==> src/rtl/serial_operand_loader.sv <==
// Upstream feeder for the bit-serial comparator: loads two operands in parallel
// and streams them out one bit pair per transfer with first/last framing.
module serial_operand_loader #(
  parameter int WIDTH     = 4,
  parameter bit MSB_FIRST = 1'b0
) (
  input  logic             clk,
  input  logic             reset,
  input  logic             load_valid,
  output logic             load_ready,
  input  logic [WIDTH-1:0] a_in,
  input  logic [WIDTH-1:0] b_in,
  output logic             a_bit,
  output logic             b_bit,
  output logic             bit_valid,
  input  logic             bit_ready,
  output logic             bit_first,
  output logic             bit_last,
  output logic             busy
);

  localparam int CW = $clog2(WIDTH + 1);
  localparam logic [CW-1:0] LAST_COUNT = CW'(WIDTH - 1);

  typedef enum logic {
    IDLE,
    SHIFT
  } state_t;

  state_t           state;
  state_t           state_next;
  logic [WIDTH-1:0] sra;
  logic [WIDTH-1:0] srb;
  logic [WIDTH-1:0] sra_next;
  logic [WIDTH-1:0] srb_next;
  logic [CW-1:0]    count;
  logic [CW-1:0]    count_next;
  logic             last_pair;

  assign last_pair = (count == LAST_COUNT);

  always_ff @(posedge clk or negedge reset) begin
    if (!reset) begin
      state <= IDLE;
      sra   <= '0;
      srb   <= '0;
      count <= '0;
    end else begin
      state <= state_next;
      sra   <= sra_next;
      srb   <= srb_next;
      count <= count_next;
    end
  end

  // Registers hold by default, which is what gives the stall behaviour.
  always_comb begin
    state_next = state;
    sra_next   = sra;
    srb_next   = srb;
    count_next = count;
    case (state)
      IDLE: begin
        if (load_valid) begin
          sra_next   = a_in;
          srb_next   = b_in;
          count_next = '0;
          state_next = SHIFT;
        end
      end
      SHIFT: begin
        if (bit_ready) begin
          if (last_pair) begin
            sra_next   = '0;
            srb_next   = '0;
            count_next = '0;
            state_next = IDLE;
          end else begin
            sra_next   = MSB_FIRST ? (sra << 1) : (sra >> 1);
            srb_next   = MSB_FIRST ? (srb << 1) : (srb >> 1);
            count_next = count + 1'b1;
          end
        end
      end
      default: begin
        state_next = IDLE;
      end
    endcase
  end

  // Outputs decode registered state only, so reset drops them without a clock.
  assign load_ready = (state == IDLE);
  assign bit_valid  = (state == SHIFT);
  assign busy       = (state == SHIFT);
  assign a_bit      = bit_valid & (MSB_FIRST ? sra[WIDTH-1] : sra[0]);
  assign b_bit      = bit_valid & (MSB_FIRST ? srb[WIDTH-1] : srb[0]);
  assign bit_first  = bit_valid & (count == '0);
  assign bit_last   = bit_valid & last_pair;

endmodule
==> config.mk <==
export PLATFORM = sky130hd
export DESIGN_NAME = serial_operand_loader
export DESIGN_NICKNAME = d
export VERILOG_FILES = /design/src/rtl/serial_operand_loader.sv
export SDC_FILE = /design/constraint.sdc
export NUM_CORES = 1
export LEC_CHECK = 0
export BUFFER_PORTS_ARGS = -buffer_cell sky130_fd_sc_hd__buf_2
export CAP_MARGIN = 20
export CORE_AREA = 3 3 40 42
export DETAILED_ROUTE_END_ITERATION = 12
export DIE_AREA = 0 0 43 45
export GPL_ROUTABILITY_DRIVEN = 0
export GPL_TIMING_DRIVEN = 0
export HOLD_SLACK_MARGIN = 0.02
export PLACE_DENSITY = 0.74
export SLEW_MARGIN = 20
export SYNTH_ARGS = -nofsm -noshare
export SYNTH_HDL_FRONTEND = slang
export SYNTH_SLANG_ARGS = --single-unit
==> constraint.sdc <==
create_clock -name clk -period 2.7 [get_ports clk]
set_input_delay 0.27 -clock clk [delete_from_list [all_inputs] [get_ports clk]]
set_output_delay 0.27 -clock clk [all_outputs]
set_load 0.01 [all_outputs]
==> flow_results.org <==
** Finish
- The net count of the finished layout is 100.
- The finished layout holds 99 standard cells, fillers aside.
- Leading cell type in the layout, fill and taps excluded :: sky130_fd_sc_hd__buf_2
- 0 antenna diodes ended up in the layout.
- Synthesis-to-finish area growth :: 22.6%
- Counting the fill cells in the layout gives 117.
- Of the cells placed in the final design, the portion with a size suffix greater than 1 is 32.1%.
- After routing the design area is 766 sq um.
- Registers take 300 sq um.
- Most frequent cells in the layout :: sky130_fd_sc_hd__buf_2, sky130_fd_sc_hd__dfrtp_1, sky130_fd_sc_hd__nor2_1, sky130_fd_sc_hd__a21oi_1, sky130_fd_sc_hd__a32oi_1
- Multi-input combinational cell area :: 267 sq um

** Power
- Leak :: 0.379 nW
- VDD sags by at most 0.438 mV.
- Of the total power, the share spent switching nets is 38.1%.
- Dividing total power by cell area gives a power density of 973 mW/mm^2.
- The internal portion of the total power is 0.461 mW.
- Combinational logic is responsible for 47.2% of the overall power.
- Overall Power :: 0.745 mW
- Clock power share :: 15.0%
- P_sw :: 0.284 mW
- Relative contribution of sequential cells to total power :: 37.8%

** Floorplan
- The initial utilization of the core area, before any placement, comes to 48.6%.
- The die covers 0.00194 sq mm.
- Number of placement rows :: 13
- Standard cell core area :: 0.00128 sq mm
- Die Y-Extent :: 45 microns
- Die Span X :: 43 microns
- For this design the top-level I/O count stands at 19.

** GRT
- Via count of the first global-routing pass :: 544
- Global routing used 5.58% of the available met3 tracks.
- Overflow after GRT :: 0
- For this run, global-route usage on met2 was measured as 27.8%.
- All-Layer GR Usage :: 16.7%
- Antenna violations before repair :: 0
- Met1 track utilization from global routing :: 19.1%
- The layer flagged by global routing as most heavily used is met2.
- The first global-routing pass estimated 2340 microns of wire.
- Entering global routing, the biggest net connects 13 pins.

** STA
- Worst-margin pin slew :: 0.381 ns
- Static timing analysis puts the maximum clock frequency at 577 MHz.
- Final worst-path cycle share :: 64.2%
- Worst Slack Setup Final :: 0.966 ns
- The clock arrives with 0.00129 ns of skew.
- In the final timing run, aggregate negative setup slack is 0 ns.
- Setup repair after global routing left no endpoint under its margin.
- The count of final max-slew check failures is 0.
- Slew margin rel. :: 74.6%
- Min Clock Period, post-route :: 1.73 ns
- Setup violations remaining at the end of the flow were counted as 0.
- Number of hold-slack violations in the final timing report :: 0

** Placement
- Worst setup slack after placement :: 1.26 ns
- After detailed placement, the total cell area comes to 733 sq um.
- Port Buf Inserts :: 18
- In this run, placement finished with an instance count of 95.
- Half-perimeter wire length after placement :: 979 microns

** Clocking
- CTS tree :: yes
- Source-to-sink clock delay at the later pin of the worst-skew pair :: 0.27 ns
- Post-CTS clock slew at the launch and capture registers of the worst setup and hold paths :: 0.07 ns
- Clock sinks :: 12
- The tree is rooted in a sky130_fd_sc_hd__clkbuf_4.
- Total clock buffers created by CTS :: 3
- Buffers added to address setup during post-CTS repair amount to 0.
- No sink is reached through more buffers than the 2 on the longest clock path.
- CTS built an H-tree with a depth of 1.

** Routing
- The final layout contains routed wiring with a total length of 1360 microns.
- Antenna viol nets, final :: 0
- Vias per cell :: 5.54
- The routed layout has 548 vias.
- Drt first-iter violations :: 9
- # DRC :: 0
- Routed wirelength normalized by instance count :: 13.7 microns
- Before antenna repair, the detailed router went through 4 iterations.

** Worst setup path
- In this run the worst setup path begins at bit_valid.
- FF-to-FF setup slack :: 1.32 ns
- Critical Path Fanout Max :: 10
- In this run the critical register-to-register path is captured at sra[0].
- Critical Path End Type :: output pin
- Worst setup path endpoint :: bit_first
- STA classifies the critical path startpoint as a flop.
- CP Data Arrival Time :: 1.46 ns
- Critical path type :: flop to output pin
- Origin of the critical flop-to-flop path :: count[0]
- STA puts the critical path data required time at 2.43 ns.
- Worst reg2reg path depth :: 5

** Run
- Across the run, the number of max-cap violations was 0.

** Min path
- In this run the worst hold path is classified as input pin to flop.

** Synth
- Number of warnings printed during yosys synthesis :: 0
- The synthesized netlist occupies a cell area of 624 sq um.
- A synthesized cell averages 10.1 sq um.
- Register bit total from synthesis :: 12
- The synthesized netlist contains 21 unique library cells.
- Mapped Nets :: 76
- Share of the yosys chip area belonging to registers :: 48.1%
- After technology mapping, the gate count stands at 62.

** Run status
- Status :: finished clean
-- cells by family after synthesis --
| logic type | count (synthesis) | share of synthesized area, % |
|---|---|---|
| compound gates | 18 | 19.8 |
| simple gates | 16 | 11.6 |
| flops | 12 | 48.1 |
| buf+inv | 10 | 9.22 |
| mux | 4 | 7.21 |
| fa+ha+maj | 2 | 4.01 |
-- cells in the mapped netlist --
master / instances / area (sq um)
sky130_fd_sc_hd__a21oi_1: 7 / 35.0
sky130_fd_sc_hd__a31oi_1: 1 / 6.26
sky130_fd_sc_hd__a32oi_1: 6 / 52.6
sky130_fd_sc_hd__and2_1: 2 / 12.5
sky130_fd_sc_hd__buf_2: 1 / 5.00
sky130_fd_sc_hd__buf_4: 1 / 7.51
sky130_fd_sc_hd__buf_6: 2 / 22.5
sky130_fd_sc_hd__clkbuf_1: 1 / 3.75
sky130_fd_sc_hd__dfrtp_1: 12 / 300
sky130_fd_sc_hd__ha_1: 2 / 25.0
sky130_fd_sc_hd__inv_1: 5 / 18.8
sky130_fd_sc_hd__mux2_4: 1 / 15.0
sky130_fd_sc_hd__mux2i_1: 3 / 30.0
sky130_fd_sc_hd__nand2_1: 3 / 11.3
sky130_fd_sc_hd__nand2b_1: 1 / 6.26
sky130_fd_sc_hd__nand3_1: 1 / 5.00
sky130_fd_sc_hd__nor2_1: 8 / 30.0
sky130_fd_sc_hd__nor3b_1: 1 / 7.51
sky130_fd_sc_hd__o21ai_0: 1 / 5.00
sky130_fd_sc_hd__o22ai_1: 2 / 12.5
sky130_fd_sc_hd__o22ai_2: 1 / 12.5
-- critical path, stage by stage, from the launching register on --
cell and delay, ns:
sky130_fd_sc_hd__dfrtp_1 0.38, sky130_fd_sc_hd__buf_6 0.15, sky130_fd_sc_hd__buf_2 0.20, sky130_fd_sc_hd__inv_1 0.11
sky130_fd_sc_hd__nor3b_1 0.20, sky130_fd_sc_hd__buf_2 0.16
-- sequential cells by signal, indices dropped and copies added (netlist names) --
name,flops
count,3
sra,4
bit_valid,1
srb,4
-- metal layers --
metal | part of all wire (%) | vias up | wire (microns)
li1 | - | 262 | -
met1 | 45 | 260 | 608
met2 | 45 | 21 | 614
met3 | 7.4 | 5 | 100
met4 | 2.5 | 0 | 34
met5 | 0 | - | 0
-- area by class of cell --
type,count,share of cell area (%)
Inverter,5,2.45
Buffer,5,5.07
Multi-Input combinational cell,40,34.8
Tap cell,15,2.45
Sequential cell,12,39.2
Timing Repair Buffer,19,13.1
Clock buffer,3,2.94
-- how the worst min path moves through the flow --
stage                    from   endpoint  slack (ns)  cells past startpoint
floorplan               reset  bit_valid       -0.03                      0
global route        bit_ready   count[2]        0.27                      2
finish              bit_ready     srb[3]        0.27                      2
CTS                 bit_ready     srb[3]        0.27                      2
detailed placement      reset   count[1]        0.16                      1
global placement        reset   count[2]        0.17                      1
-- power by group through the flow --
stage | clock network [mW] | logic [mW] | registers [mW]
6_report | 0.112 | 0.352 | 0.282
5_1_grt | 0.121 | 0.399 | 0.292
4_1_cts | 0.112 | 0.356 | 0.282
3_5_place_dp | 0 | 0.350 | 0.286
3_3_place_gp | 0 | 0.346 | 0.281
2_1_floorplan | 0 | 0.254 | 0.279
-- per-stage QoR --
step | hold slack, ns | util, %
2_1_floorplan | -0.0256 | -
3_3_place_gp | 0.166 | 57.1
3_5_place_dp | 0.160 | 57.1
4_1_cts | 0.266 | 59.6
5_1_grt | 0.272 | 59.6
6_report | 0.265 | 59.6
-- what timing repair did --
| item | 4_1_cts | 5_1_grt |
|---|---|---|
| gates resized for setup | 0 | 0 |
| hold buffers | 1 | 0 |
| endpoints found under the hold margin | 12 | 0 |
Note: power is estimated with default switching activity, not from simulation.
